[src/rtl/tt_um_emern_spi_phy.sv]
// SPI mode-0 target PHY: synchronizes the raw pins into the clk domain, shifts
// bytes in and out MSB first, and reports byte, frame and abort events.
module tt_um_emern_spi_phy #(
    parameter int SYNC_STAGES = 2
) (
    input  logic       clk,
    input  logic       rst_n,
    input  logic       cs_in,
    input  logic       sck_in,
    input  logic       mosi_in,
    output logic       miso_out,
    input  logic [7:0] tx_data,
    output logic       tx_req,
    output logic [7:0] rx_data,
    output logic       rx_valid,
    output logic       rx_first,
    output logic       frame_active,
    output logic       frame_abort
);

    typedef enum logic {
        IDLE   = 1'b0,
        ACTIVE = 1'b1
    } state_t;

    logic [SYNC_STAGES-1:0] cs_sync, sck_sync, mosi_sync;
    logic cs_s, sck_s, mosi_s;
    logic cs_d, sck_d;
    logic cs_fall, cs_rise, sck_rise, sck_fall;
    logic rst_seen, armed;

    state_t     state, state_nxt;
    logic [2:0] bit_cnt, bit_cnt_nxt;
    logic       first_byte, first_nxt;
    logic       byte_done, byte_done_nxt;
    logic [6:0] rx_shift, rx_shift_nxt;
    logic [7:0] tx_shift, tx_shift_nxt;
    logic [7:0] rx_data_nxt;
    logic       rx_valid_nxt, rx_first_nxt, tx_req_nxt, abort_nxt, miso_nxt;

    assign cs_s   = cs_sync[SYNC_STAGES-1];
    assign sck_s  = sck_sync[SYNC_STAGES-1];
    assign mosi_s = mosi_sync[SYNC_STAGES-1];

    assign cs_fall  = cs_d & ~cs_s;
    assign cs_rise  = ~cs_d & cs_s;
    assign sck_rise = ~sck_d & sck_s;
    assign sck_fall = sck_d & ~sck_s;

    assign frame_active = (state == ACTIVE);

    always_ff @(posedge clk or negedge rst_n) begin
        if (!rst_n) begin
            cs_sync   <= '1;
            sck_sync  <= '0;
            mosi_sync <= '0;
            cs_d      <= 1'b1;
            sck_d     <= 1'b0;
        end else begin
            cs_sync   <= {cs_sync[SYNC_STAGES-2:0], cs_in};
            sck_sync  <= {sck_sync[SYNC_STAGES-2:0], sck_in};
            mosi_sync <= {mosi_sync[SYNC_STAGES-2:0], mosi_in};
            cs_d      <= cs_s;
            sck_d     <= sck_s;
        end
    end

    // A frame may only start after CS has been seen high at the pin since
    // reset, so a CS already low at reset release is not taken as a fresh fall.
    always_ff @(posedge clk or negedge rst_n) begin
        if (!rst_n) begin
            rst_seen <= 1'b0;
            armed    <= 1'b0;
        end else begin
            rst_seen <= 1'b1;
            if (rst_seen && cs_sync[0]) armed <= 1'b1;
        end
    end

    always_ff @(posedge clk or negedge rst_n) begin
        if (!rst_n) begin
            state       <= IDLE;
            bit_cnt     <= 3'd0;
            first_byte  <= 1'b1;
            byte_done   <= 1'b0;
            rx_shift    <= 7'd0;
            tx_shift    <= 8'd0;
            rx_data     <= 8'd0;
            rx_valid    <= 1'b0;
            rx_first    <= 1'b0;
            tx_req      <= 1'b0;
            frame_abort <= 1'b0;
            miso_out    <= 1'b0;
        end else begin
            state       <= state_nxt;
            bit_cnt     <= bit_cnt_nxt;
            first_byte  <= first_nxt;
            byte_done   <= byte_done_nxt;
            rx_shift    <= rx_shift_nxt;
            tx_shift    <= tx_shift_nxt;
            rx_data     <= rx_data_nxt;
            rx_valid    <= rx_valid_nxt;
            rx_first    <= rx_first_nxt;
            tx_req      <= tx_req_nxt;
            frame_abort <= abort_nxt;
            miso_out    <= miso_nxt;
        end
    end

    always_comb begin
        state_nxt     = state;
        bit_cnt_nxt   = bit_cnt;
        first_nxt     = first_byte;
        byte_done_nxt = byte_done;
        rx_shift_nxt  = rx_shift;
        tx_shift_nxt  = tx_shift;
        rx_data_nxt   = rx_data;
        rx_valid_nxt  = 1'b0;
        rx_first_nxt  = 1'b0;
        tx_req_nxt    = 1'b0;
        abort_nxt     = 1'b0;
        case (state)
            IDLE: begin
                if (cs_fall && armed) begin
                    state_nxt     = ACTIVE;
                    bit_cnt_nxt   = 3'd0;
                    first_nxt     = 1'b1;
                    byte_done_nxt = 1'b0;
                    tx_shift_nxt  = tx_data;
                    tx_req_nxt    = 1'b1;
                end
            end
            ACTIVE: begin
                // CS rise takes priority over any SCK edge seen on the same cycle.
                if (cs_rise) begin
                    state_nxt    = IDLE;
                    abort_nxt    = (bit_cnt != 3'd0);
                    bit_cnt_nxt  = 3'd0;
                    rx_shift_nxt = 7'd0;
                end else begin
                    if (sck_rise) begin
                        rx_shift_nxt = {rx_shift[5:0], mosi_s};
                        bit_cnt_nxt  = bit_cnt + 3'd1;
                        if (bit_cnt == 3'd7) begin
                            rx_data_nxt   = {rx_shift, mosi_s};
                            rx_valid_nxt  = 1'b1;
                            rx_first_nxt  = first_byte;
                            first_nxt     = 1'b0;
                            byte_done_nxt = 1'b1;
                        end
                    end
                    if (sck_fall) begin
                        if (bit_cnt == 3'd0 && byte_done) begin
                            tx_shift_nxt = tx_data;
                            tx_req_nxt   = 1'b1;
                        end else begin
                            tx_shift_nxt = {tx_shift[6:0], 1'b0};
                        end
                    end
                end
            end
            default: state_nxt = IDLE;
        endcase
        miso_nxt = (state_nxt == ACTIVE) ? tx_shift_nxt[7] : 1'b0;
    end

endmodule

[config.mk]
export PLATFORM = sky130hd
export DESIGN_NAME = tt_um_emern_spi_phy
export DESIGN_NICKNAME = d
export VERILOG_FILES = /design/src/rtl/tt_um_emern_spi_phy.sv
export SDC_FILE = /design/constraint.sdc
export NUM_CORES = 1
export LEC_CHECK = 0
export CORE_ASPECT_RATIO = 0.7
export CORE_UTILIZATION = 51
export DETAILED_ROUTE_END_ITERATION = 10
export PLACE_DENSITY = 0.81
export SYNTH_ARGS = -nofsm -noshare
export SYNTH_HDL_FRONTEND = slang
export SYNTH_SLANG_ARGS = --single-unit
[constraint.sdc]
create_clock -name clk -period 3.8 [get_ports clk]
set_input_delay 0.38 -clock clk [delete_from_list [all_inputs] [get_ports clk]]
set_output_delay 0.38 -clock clk [all_outputs]
set_load 0.01 [all_outputs]
==> results.toml <==
[timing]
slew_violations = 0
relSlewSlack = 0.384
grt_setup_unrepaired = "false"
max_freq_mhz = 544
fin_tns_setup_ns = 0
final.min_clock_period_ns = 1.84
hold_viol = 0
setup_viol = 0
period_share = 0.484
worst_slew_pin_slew_ns = 0.923
fin_skew_ns = 0.0116

[critical_path]
critPathTopFamily = "buffers and inverters"
cp-start-kind = "flop"
crit_fanout = 9
crit_buf_inv = 1
crit_type = "flop to output pin"
cp.arrival_ns = 1.46
cp_slowest_cell = "clkdlybuf4s50_1"
cp-end-kind = "output pin"
crit_chain = "clkdlybuf4s50_1"
crit_required_ns = 3.42
r2r_slack_ns = 2.07
slowest_delay_ns = 0.61
r2r_cells = 4
timing.rr.end = "rx_data[7]$_DFFE_PN0P_"
r2r-start = "cs_d$_DFF_PN1_"

[die]
io_pins = 27
die_x_um = 71.8
rows = 17
die_y_um = 50.9
coreArea_um2 = 3210
start_util = 0.542
die-area_um2 = 3660

[logic_synthesis]
synthArstFlopShare = 1.00
synth_edf_count = 0
yosys_warnings = 0
syn_avg_cell_area_um2 = 15.0
ys_types = 31
synthFlopType = "dfrtp_1"
synth_area_um2 = 1740
synth_cells = 116
synth_fp_nets = 132
yosysSeqAreaShare = 0.635
synth.ff_latch_count = 44

[placed_design]
port-buffer-count = 26
gp_congestion = 0.705
postPlaceCellArea_um2 = 2020
hpwl_mm = 1.96

[final_layout]
final.fill_count = 230
finalNetCount = 161
layout-drive-gt1-share = 0.199
antenna_cells = 0
synthToLayoutAreaGrowth_pct = 20.9
fin_area_um2 = 2110

[route]
avgViaCountPerCell = 5.16
dr.first_iter.drc_count = 52
drt_pass1_iterations = 4
finalWirelength_mm = 2.88
ant_nets = 0
drc = 0
num_vias = 995
wl_per_cell_um = 14.9

[power]
clkPwrFrac = 0.297
total_leakage_power_nw = 1.03
p_int_mw = 0.705
p_switching_mw = 0.230
swShare = 0.246
ir_worst_vdd_v = 0.000293
powerDensity_nw_per_um2 = 444
share_seq_of_total_power = 0.577
power_frac_comb = 0.126

[grt]
grt_max_degree = 45
antenna_found_initial = 0
grt_overflow = 0
grt_pass1_wl_mm = 4.86
track_usage = 0.186
grt_pass1_vias = 994

[clock_network]
numCtsBuffers = 5
clock-sinks = 44
clock_path_buffers = 2
postCtsSetupBuffers = 0
post_cts_resized = 0
cts.htree.levels = 2
cts-root-buf = "clkbuf_8"
path_clk_slew_ns = 0.08
clock_latency_ns = 0.29
cts_tree = "done"
ctsHoldBuffers = 0

[hold_path]
hp-class = "input pin to asynchronous set/reset pin"

[status]
status = "complete, no violations"

[flow_run]
maxCapViolations = 0
[metal layers]
layer | GRT usage | vias to the layer above | part of all wire
li1 | - | 470 | -
met1 | 0.250 | 500 | 0.49
met2 | 0.288 | 21 | 0.46
met3 | 0.0533 | 4 | 0.037
met4 | 0.0784 | 0 | 0.014
met5 | 0 | - | 0
[layout by cell type, fill, tap and decap left out, drive strengths merged, types with 2 or more instances in the layout]
| cell type | netlist | layout |
|---|---|---|
| mux2 | 9 | 9 |
| clkdlybuf4s50 | 0 | 25 |
| clkbuf | 0 | 6 |
| and3 | 2 | 2 |
| inv | 5 | 5 |
| o21ai | 5 | 5 |
| nor2b | 4 | 4 |
| a21o | 8 | 8 |
| dfrtp | 40 | 40 |
| ha | 3 | 3 |
| dfstp | 4 | 4 |
| nand2 | 5 | 5 |
| a22o | 15 | 15 |
[metrics by stage]
step                std cells  hold slack (ns)  power [mW]   util  worst slack, ns
floorplan                 116           0.0844       0.619      -             2.31
global placement          185            0.332       0.657  0.629             2.15
detailed placement        185            0.343       0.667  0.629             2.10
CTS                       193            0.253       0.942  0.656             1.95
global route              193            0.309       0.979  0.656             1.90
finish                    193            0.217       0.935  0.656             1.96
[area by class of cell]
cell class / count / area [um2] / share of cell area
Sequential cell: 44 / 1110 / 0.525
Multi-Input combinational cell: 63 / 582 / 0.276
Timing Repair Buffer: 26 / 255 / 0.121
Clock buffer: 6 / 72.6 / 0.0345
Tap cell: 47 / 58.8 / 0.0279
Inverter: 5 / 18.8 / 0.00891
Clock inverter: 2 / 12.5 / 0.00594
[cell families after synthesis]
kind of cell | count (synthesis) | share of synthesized area
buffers and inverters | 9 | 0.0309
other | 1 | 0.00215
AO/OA/AOI/OAI | 33 | 0.156
flip-flops | 44 | 0.635
AND/OR/NAND/NOR | 17 | 0.0812
multiplexers | 9 | 0.0733
adder cells (fa/ha/maj) | 3 | 0.0216
[sequential cells by signal (all words and copies together), names as in the netlist, 2 cells and up]
signal and count:
rx_data 8, tx_shift 8, rx_shift 7, bit_cnt 3, cs_sync 2, mosi_sync 2, sck_sync 2
[cell usage after synthesis (2+ instances only)]
| master | count | area, um2 |
|---|---|---|
| buf_6 | 2 | 22.5 |
| mux2_2 | 2 | 22.5 |
| dfrtp_1 | 40 | 1000 |
| nor2b_1 | 3 | 18.8 |
| inv_1 | 5 | 18.8 |
| ha_1 | 3 | 37.5 |
| nand2_1 | 4 | 15.0 |
| a21o_1 | 8 | 60.1 |
| mux2_4 | 7 | 105 |
| a22o_1 | 15 | 131 |
| o21ai_0 | 4 | 20.0 |
| dfstp_2 | 4 | 105 |
[power by group through the flow]
stage	clock network, mW	registers (mW)	logic, mW
finish	0.278	0.539	0.117
global route	0.305	0.544	0.130
CTS	0.283	0.540	0.120
detailed placement	0	0.548	0.119
global placement	0	0.544	0.113
floorplan	0	0.541	0.0786
[how the worst max path moves through the flow]
stage | from | to | slack (ns) | cells past startpoint
2_1_floorplan | cs_d$_DFF_PN1_ | rx_data[0]$_DFFE_PN0P_ | 2.31 | 5
3_3_place_gp | cs_d$_DFF_PN1_ | rx_data[1]$_DFFE_PN0P_ | 2.15 | 4
3_5_place_dp | cs_d$_DFF_PN1_ | rx_data[4]$_DFFE_PN0P_ | 2.10 | 4
4_1_cts | frame_active$_DFF_PN0_ | frame_active | 1.95 | 1
5_1_grt | frame_active$_DFF_PN0_ | frame_active | 1.90 | 1
6_report | frame_active$_DFF_PN0_ | frame_active | 1.96 | 1
Power figures use the tool's default switching activity.
